$ cat src/rtl/mem_arbiter_if.sv
// Handshake bundle between the fetch stage, the memory stage,
// the shared memory port and the mem_arbiter.
interface mem_arbiter_if #(
    parameter int AW = 32,
    parameter int DW = 32
);
    logic          IReqF;
    logic [AW-1:0] IAdrF;
    logic          FlushF;
    logic [DW-1:0] IRdataF;
    logic          IValidF;
    logic          StallF;

    logic            DReqM;
    logic            DWeM;
    logic [AW-1:0]   DAdrM;
    logic [DW-1:0]   DWdataM;
    logic [DW/8-1:0] DBeM;
    logic [DW-1:0]   DRdataM;
    logic            DValidM;
    logic            StallM;

    logic            MemReq;
    logic            MemWe;
    logic [AW-1:0]   MemAdr;
    logic [DW-1:0]   MemWdata;
    logic [DW/8-1:0] MemBe;
    logic            MemReady;
    logic [DW-1:0]   MemRdata;

    modport master (
        input  IReqF, IAdrF, FlushF,
        input  DReqM, DWeM, DAdrM, DWdataM, DBeM,
        input  MemReady, MemRdata,
        output IRdataF, IValidF, StallF,
        output DRdataM, DValidM, StallM,
        output MemReq, MemWe, MemAdr, MemWdata, MemBe
    );

    modport slave (
        output IReqF, IAdrF, FlushF,
        output DReqM, DWeM, DAdrM, DWdataM, DBeM,
        output MemReady, MemRdata,
        input  IRdataF, IValidF, StallF,
        input  DRdataM, DValidM, StallM,
        input  MemReq, MemWe, MemAdr, MemWdata, MemBe
    );
endinterface

$ cat src/rtl/mem_arbiter.sv
// Fetch/data arbiter for one single-port unified memory.
// Define MEMARB_RR_EN for round-robin IDLE grants (default: data first).
module mem_arbiter #(
    parameter int AW = 32,
    parameter int DW = 32
) (
    input logic         clk,
    input logic         reset,
    mem_arbiter_if.master bus
);
    localparam int BW = DW / 8;

    typedef enum logic [1:0] {IDLE, IBUSY, DBUSY} state_t;

    state_t        state;
    state_t        state_nxt;
    logic          grant_i;
    logic          grant_d;
    logic          fetch_ok;
    logic          idle_pick_d;
    logic          squash;
    logic          we_q;
    logic [AW-1:0] adr_q;
    logic [DW-1:0] wdata_q;
    logic [BW-1:0] be_q;

    assign fetch_ok = bus.IReqF & ~bus.FlushF;

`ifdef MEMARB_RR_EN
    logic last_d;

    always_ff @(posedge clk) begin
        if (reset) begin
            last_d <= 1'b0;
        end else if (grant_d) begin
            last_d <= 1'b1;
        end else if (grant_i) begin
            last_d <= 1'b0;
        end
    end

    // On a tie, the requester that lost last time wins.
    assign idle_pick_d = bus.DReqM & ~(fetch_ok & last_d);
`else
    assign idle_pick_d = bus.DReqM;
`endif

    always_comb begin
        state_nxt = state;
        grant_i   = 1'b0;
        grant_d   = 1'b0;
        unique case (state)
            IDLE: begin
                if (idle_pick_d) begin
                    grant_d = 1'b1;
                end else if (fetch_ok) begin
                    grant_i = 1'b1;
                end
            end
            IBUSY: begin
                if (bus.MemReady) begin
                    if (bus.DReqM) grant_d = 1'b1;
                    else           state_nxt = IDLE;
                end
            end
            DBUSY: begin
                if (bus.MemReady) begin
                    if (fetch_ok) grant_i = 1'b1;
                    else          state_nxt = IDLE;
                end
            end
            default: state_nxt = IDLE;
        endcase
        if (grant_d) begin
            state_nxt = DBUSY;
        end else if (grant_i) begin
            state_nxt = IBUSY;
        end
    end

    always_ff @(posedge clk) begin
        if (reset) begin
            state <= IDLE;
        end else begin
            state <= state_nxt;
        end
    end

    always_ff @(posedge clk) begin
        if (reset) begin
            we_q    <= 1'b0;
            adr_q   <= '0;
            wdata_q <= '0;
            be_q    <= '0;
        end else if (grant_d) begin
            we_q    <= bus.DWeM;
            adr_q   <= bus.DAdrM;
            wdata_q <= bus.DWdataM;
            be_q    <= bus.DBeM;
        end else if (grant_i) begin
            we_q    <= 1'b0;
            adr_q   <= bus.IAdrF;
            wdata_q <= '0;
            be_q    <= '1;
        end
    end

    // A stale fetch still runs to completion; only its valid is hidden.
    always_ff @(posedge clk) begin
        if (reset) begin
            squash <= 1'b0;
        end else if (grant_i) begin
            squash <= 1'b0;
        end else if (state == IBUSY && bus.FlushF) begin
            squash <= 1'b1;
        end
    end

    assign bus.MemReq   = (state != IDLE);
    assign bus.MemWe    = we_q;
    assign bus.MemAdr   = adr_q;
    assign bus.MemWdata = wdata_q;
    assign bus.MemBe    = be_q;

    assign bus.IValidF = (state == IBUSY) & bus.MemReady & ~squash;
    assign bus.DValidM = (state == DBUSY) & bus.MemReady;
    assign bus.IRdataF = bus.MemRdata;
    assign bus.DRdataM = bus.MemRdata;
    assign bus.StallF  = bus.IReqF & ~bus.IValidF;
    assign bus.StallM  = bus.DReqM & ~bus.DValidM;
endmodule

$ cat src/flat_wrapper.sv
// flat-port wrapper written by rule: the top's interface ports become plain ports
module mem_arbiter_flat 
#(
    parameter int AW = 32,
    parameter int DW = 32
)
  (clk, reset, bus_IReqF, bus_IAdrF, bus_FlushF, bus_DReqM, bus_DWeM, bus_DAdrM, bus_DWdataM, bus_DBeM, bus_MemReady, bus_MemRdata, bus_IRdataF, bus_IValidF, bus_StallF, bus_DRdataM, bus_DValidM, bus_StallM, bus_MemReq, bus_MemWe, bus_MemAdr, bus_MemWdata, bus_MemBe);
  mem_arbiter_if #(.AW(AW), .DW(DW)) bus_i ();
  input logic clk;
  input logic reset;
  input wire logic [$bits(bus_i.IReqF)-1:0] bus_IReqF;
  input wire logic [$bits(bus_i.IAdrF)-1:0] bus_IAdrF;
  input wire logic [$bits(bus_i.FlushF)-1:0] bus_FlushF;
  input wire logic [$bits(bus_i.DReqM)-1:0] bus_DReqM;
  input wire logic [$bits(bus_i.DWeM)-1:0] bus_DWeM;
  input wire logic [$bits(bus_i.DAdrM)-1:0] bus_DAdrM;
  input wire logic [$bits(bus_i.DWdataM)-1:0] bus_DWdataM;
  input wire logic [$bits(bus_i.DBeM)-1:0] bus_DBeM;
  input wire logic [$bits(bus_i.MemReady)-1:0] bus_MemReady;
  input wire logic [$bits(bus_i.MemRdata)-1:0] bus_MemRdata;
  output wire logic [$bits(bus_i.IRdataF)-1:0] bus_IRdataF;
  output wire logic [$bits(bus_i.IValidF)-1:0] bus_IValidF;
  output wire logic [$bits(bus_i.StallF)-1:0] bus_StallF;
  output wire logic [$bits(bus_i.DRdataM)-1:0] bus_DRdataM;
  output wire logic [$bits(bus_i.DValidM)-1:0] bus_DValidM;
  output wire logic [$bits(bus_i.StallM)-1:0] bus_StallM;
  output wire logic [$bits(bus_i.MemReq)-1:0] bus_MemReq;
  output wire logic [$bits(bus_i.MemWe)-1:0] bus_MemWe;
  output wire logic [$bits(bus_i.MemAdr)-1:0] bus_MemAdr;
  output wire logic [$bits(bus_i.MemWdata)-1:0] bus_MemWdata;
  output wire logic [$bits(bus_i.MemBe)-1:0] bus_MemBe;
  assign bus_i.IReqF = bus_IReqF;
  assign bus_i.IAdrF = bus_IAdrF;
  assign bus_i.FlushF = bus_FlushF;
  assign bus_i.DReqM = bus_DReqM;
  assign bus_i.DWeM = bus_DWeM;
  assign bus_i.DAdrM = bus_DAdrM;
  assign bus_i.DWdataM = bus_DWdataM;
  assign bus_i.DBeM = bus_DBeM;
  assign bus_i.MemReady = bus_MemReady;
  assign bus_i.MemRdata = bus_MemRdata;
  assign bus_IRdataF = bus_i.IRdataF;
  assign bus_IValidF = bus_i.IValidF;
  assign bus_StallF = bus_i.StallF;
  assign bus_DRdataM = bus_i.DRdataM;
  assign bus_DValidM = bus_i.DValidM;
  assign bus_StallM = bus_i.StallM;
  assign bus_MemReq = bus_i.MemReq;
  assign bus_MemWe = bus_i.MemWe;
  assign bus_MemAdr = bus_i.MemAdr;
  assign bus_MemWdata = bus_i.MemWdata;
  assign bus_MemBe = bus_i.MemBe;
  mem_arbiter #(.AW(AW), .DW(DW)) u_core (.clk(clk), .reset(reset), .bus(bus_i));
endmodule
$ cat config.mk
export PLATFORM = sky130hd
export DESIGN_NAME = mem_arbiter_flat
export DESIGN_NICKNAME = d
export VERILOG_FILES = /design/src/rtl/mem_arbiter_if.sv /design/src/rtl/mem_arbiter.sv /design/src/flat_wrapper.sv
export SDC_FILE = /design/constraint.sdc
export NUM_CORES = 1
export LEC_CHECK = 0
export CORE_AREA = 3 3 107 109
export DETAILED_ROUTE_END_ITERATION = 10
export DIE_AREA = 0 0 110 112
export GPL_ROUTABILITY_DRIVEN = 1
export PLACE_DENSITY_LB_ADDON = 0.3
export SLEW_MARGIN = 30
export SYNTH_ARGS = -nofsm -noshare
export SYNTH_HDL_FRONTEND = slang
export SYNTH_SLANG_ARGS = --single-unit
$ cat constraint.sdc
create_clock -name clk -period 2.5 [get_ports clk]
set_input_delay 0.5 -clock clk [delete_from_list [all_inputs] [get_ports clk]]
set_output_delay 0.5 -clock clk [all_outputs]
set_load 0.01 [all_outputs]
# Word-level counts from Yosys, hierarchy flattened

Index checks and enable logic that the tools add are counted.

Register bits after elaboration: 72
Output and inout bits: 138

Bitwise logic cells: 10
Equality and inequality tests: 12
Muxes and demuxes: 22
Reduce and logical (&&, ||, !) cells: 8

Operators with widths:

| operator           | count |
|---|---|
| $mux 32            | 4 |
| $ne 4x2->1 const B | 4 |
| $mux 2             | 6 |
| $ne 3x2->1 const B | 4 |
| $reduce_and 5->1   | 2 |
| $mux 4             | 2 |
| $mux 1             | 7 |
| $and 1x1->1        | 6 |
| $pmux 2 s3         | 1 |
| $not 1->1          | 4 |
| $pmux 1 s2         | 2 |
| $reduce_bool 2->1  | 2 |
| $reduce_or 2->1    | 2 |
| $ne 3x1->1 const B | 1 |
| $eq 2x1->1 const B | 1 |
| $eq 2x2->1 const B | 1 |
| $logic_not 2->1    | 1 |
| $ne 2x1->1 const B | 1 |
| $logic_and 1x1->1  | 1 |

# Longest topological paths before layout

Depth in word-level cells: 7
Depth in mapped cells: 7
Gate-level depth less buffers: 4

# Worst setup path before layout

No wires, ideal clock.

Path kind: input port to output port
Start: input bus_MemReady
End: output bus_StallF
Stages: 3
Setup slack: 682 ps
Arrival time: 1318 ps
Buffers on the path: 1
Path through: buf_4 > nor4bb_1 > nor2b_1

Longest elaborated chain between the ends: 4

RTL lines:

| what                     | RTL line           | RTL |
|---|---|---|
| start: declaration       | flat_wrapper.sv:19 | `input wire logic [$bits(bus_i.MemReady)-1:0] bus_MemReady;` |
| $and 1x1->1 (2 in a row) | mem_arbiter.sv:125 | `assign bus.IValidF = (state == IBUSY) & bus.MemReady & ~squash;` |
| via bus_IValidF          | flat_wrapper.sv:22 | `output wire logic [$bits(bus_i.IValidF)-1:0] bus_IValidF;` |
| $not 1->1                | mem_arbiter.sv:129 | `assign bus.StallF = bus.IReqF & ~bus.IValidF;` |
| $and 1x1->1              | mem_arbiter.sv:129 |  |
| end: declaration         | flat_wrapper.sv:23 | `output wire logic [$bits(bus_i.StallF)-1:0] bus_StallF;` |

The timed path passes the listed nets, and every way through them passes these cells.

# Worst setup path in the final report

Start: input bus_MemReady
End: output bus_IValidF

Longest elaborated chain between the ends: 2

RTL lines:

| what                     | RTL line |
|---|---|
| $and 1x1->1 (2 in a row) | mem_arbiter.sv:125 |
| end: declaration         | flat_wrapper.sv:22 |

Every way passes these cells.

==> impl_metrics.yaml <==
floorplanning:
  core_area_um2: 10700
  chipWidth_um: 110
  num_io_pins: 277
  rows: 38
  die_area_um2: 12300
  initial_core_util_pct: 34.1
  die_y_um: 112
finish:
  fin_area_um2: 5300
  fillers: 1006
  nets: 612
  synthToLayoutAreaGrowth_pct: 45.2
  drive_gt1_share_pct: 13.0
  diodes: 0
clocking:
  cts_tree: "done"
  cts-root-buf: "clkbuf_8"
  path_clk_slew_ns: 0.08
  htreeDepth: 3
  postCtsHoldBufs: 0
  clock_path_buffers: 2
  cts_setup_buffers: 0
  cts-buffers-inserted: 9
  cts_sinks: 72
  clock_latency_ns: 0.34
global_routing:
  grt_pass1_wl_um: 15800
  grt_use_total_pct: 16.4
  grt_overflow_total: 0
  grt_pass1_vias: 3147
  grt_max_degree: 44
  antenna_found_initial: 0
yosys:
  syn_nets: 505
  ys_ff_latch: 72
  yosysTopAreaCell: "dfxtp_1"
  synth_ff_type: "dfxtp_1"
  synth_edf_count: 0
  synth-simple-area-share_pct: 11.0
  synth_top_family_by_area: "compound AO/OA/AOI/OAI gates"
  postSynth.asyncResetShare_pct: 0
  synthTopCellsByArea: "dfxtp_1 39%, buf_4 14%, a211oi_2 8.9%"
  synth_mux_area_share_pct: 8.77
  synthMostInstantiatedCell: "dfxtp_1"
  synthAdderAreaFrac_pct: 0
  synth_xor_area_share_pct: 0
  synth_common_cells: "72 x dfxtp_1, 67 x buf_4, 34 x nor2_1, 34 x nor3_1, 33 x a32oi_1"
  ys_warn_count: 0
  yosysSeqAreaShare_pct: 39.5
  syn_avg_cell_area_um2: 9.98
  syn_inst: 366
  synth_top_area_share_pct: 39.5
  synth.distinct_cells: 30
  synth_compound_area_share_pct: 21.2
  syn_area_um2: 3650
pwr:
  power_mw: 3.14
  ir_worst_vdd_mv: 0.295
  p_leak_nw: 1.94
  power.share.clock_pct: 30.5
  p_int_mw: 2.25
  pwr-share-seq_pct: 41.6
  p_switching_uw: 882
  swShare_pct: 28.1
  powerDensity_nw_per_um2: 592
  share_comb_of_total_power_pct: 27.9
sta:
  finalCriticalPeriod_ns: 2.41
  setup_violations: 0
  worst_pin_slew_ns: 0.549
  fmax_mhz: 415
  hold_violations: 0
  setup_slack_ns: 0.0886
  fin_crit_sh_pct: 96.5
  rsz0062_at_grt: "no"
  finalSetupTns_ns: 0
  drv_slew: 0
  slew_headroom_pct: 63.4
  fin_skew_ns: 0.00477
routing:
  routed_wirelength_um: 10500
  first_pass_iters: 4
  dr.first_iter.drc_count: 83
  vias: 3074
  vias_per_cell: 4.97
  ant_nets: 0
  remaining_drc_errors: 0
  routedWlPerCell_um: 16.9
place:
  placed_area_um2: 5080
  gp_congestion: 0.757
  hpwl_um: 7700
  dp_worst_setup_slack_ns: 0.0272
  port_buffers: 180
critical_path:
  crit_path_end_kind: "primary output"
  crit_path_max_fanout: 3
  worstRegToRegCells: 5
  startpoint_type: "input port"
  rrSetupSlack_ns: 0.89
  worstPathRequired_ns: 2.00
  arrival_ns: 1.91
  critPathKind: "in2out"
run_status:
  status: "finished, final reports clean"
min_path:
  hold_path_class: "reg2reg"
  hold_depth: 1
job:
  maxCapViolations: 0
[power by group through the flow]
stage          sequential (mW)  combinational [mW]  clock [mW]
2_1_floorplan             1.37               0.492           0
3_3_place_gp              1.33               0.875           0
3_5_place_dp              1.33               0.886           0
4_1_cts                   1.30               0.889       0.995
5_1_grt                   1.32               0.944        1.05
6_report                  1.30               0.876       0.957
[sequential cells by signal, summed over array words and instances (netlist names)]
| register | flops |
|---|---|
| u_core.bus.MemAdr | 32 |
| u_core.bus.MemWdata | 32 |
| u_core.bus.MemBe | 4 |
| u_core.state | 2 |
| u_core.bus.MemWe | 1 |
| u_core.squash | 1 |
[area by class of cell]
cell class	count	area (um^2)	share of cell area (%)
multi-input combinational	192	1510	28.4
timing repair buffer	192	1950	36.8
clock buffer	11	151	2.86
tap	140	175	3.30
clock inverter	5	55.1	1.04
sequential	72	1440	27.2
inverter	6	22.5	0.425
[layer usage]
| metal | wire [um] | global-route usage (%) | vias up |
|---|---|---|---|
| li1 | - | - | 1477 |
| met1 | 3830 | 17.1 | 1434 |
| met2 | 5210 | 28.9 | 154 |
| met3 | 1320 | 7.71 | 9 |
| met4 | 95 | 4.57 | 0 |
| met5 | 0 | 0 | - |
[final timing paths]
check                      start                endpoint
max reg2reg      u_core.state[1]  u_core.bus.MemWdata[4]
max                 bus_MemReady             bus_IValidF
min reg2reg  u_core.bus.MemBe[2]     u_core.bus.MemBe[2]
min          u_core.bus.MemBe[2]     u_core.bus.MemBe[2]
[per-stage QoR]
step / hold WS, ns / instances / utilization, %
after detailed placement: 0.460 / 602 / 47.5
final: 0.475 / 618 / 49.6
after global placement: 0.451 / 602 / 47.5
after global routing: 0.507 / 618 / 49.6
after CTS: 0.478 / 618 / 49.5
after floorplan: 0.486 / 366 / -
[worst max-delay path, cell delays in order]
cell,delay (ns)
clkdlybuf4s50_1,0.50
nor4bb_2,0.32
clkdlybuf4s50_1,0.59
[cells in the final DEF (no fill, tap or decap), types with 2 or more instances in the layout]
| cell | synthesis | final |
|---|---|---|
| clkdlybuf4s50_1 | 0 | 179 |
| dfxtp_1 | 72 | 72 |
| nor2_1 | 34 | 34 |
| nor3_1 | 34 | 34 |
| a32oi_1 | 33 | 33 |
| mux2i_1 | 32 | 32 |
| a211oi_2 | 26 | 26 |
| clkbuf_8 | 0 | 11 |
| buf_4 | 67 | 7 |
| a211oi_1 | 6 | 6 |
| inv_1 | 5 | 5 |
| buf_12 | 0 | 5 |
| a21oi_1 | 4 | 4 |
| o21a_1 | 4 | 4 |
| nor2b_1 | 3 | 3 |
| a21o_1 | 2 | 2 |
| nor3b_1 | 3 | 2 |
| clkinvlp_4 | 0 | 2 |
| clkinv_2 | 0 | 2 |
[kinds of logic after synthesis]
family                 Yosys count
buffers and inverters          102
AOI/OAI and AO/OA               80
and+or+nand+nor                 80
DFF                             72
muxes                           32
[what timing repair did]
action,in CTS,in global routing
hold endpoints to repair,0,0
resized for setup,0,2
endpoints found under the setup margin,0,4
Power figures use the tool's default switching activity.
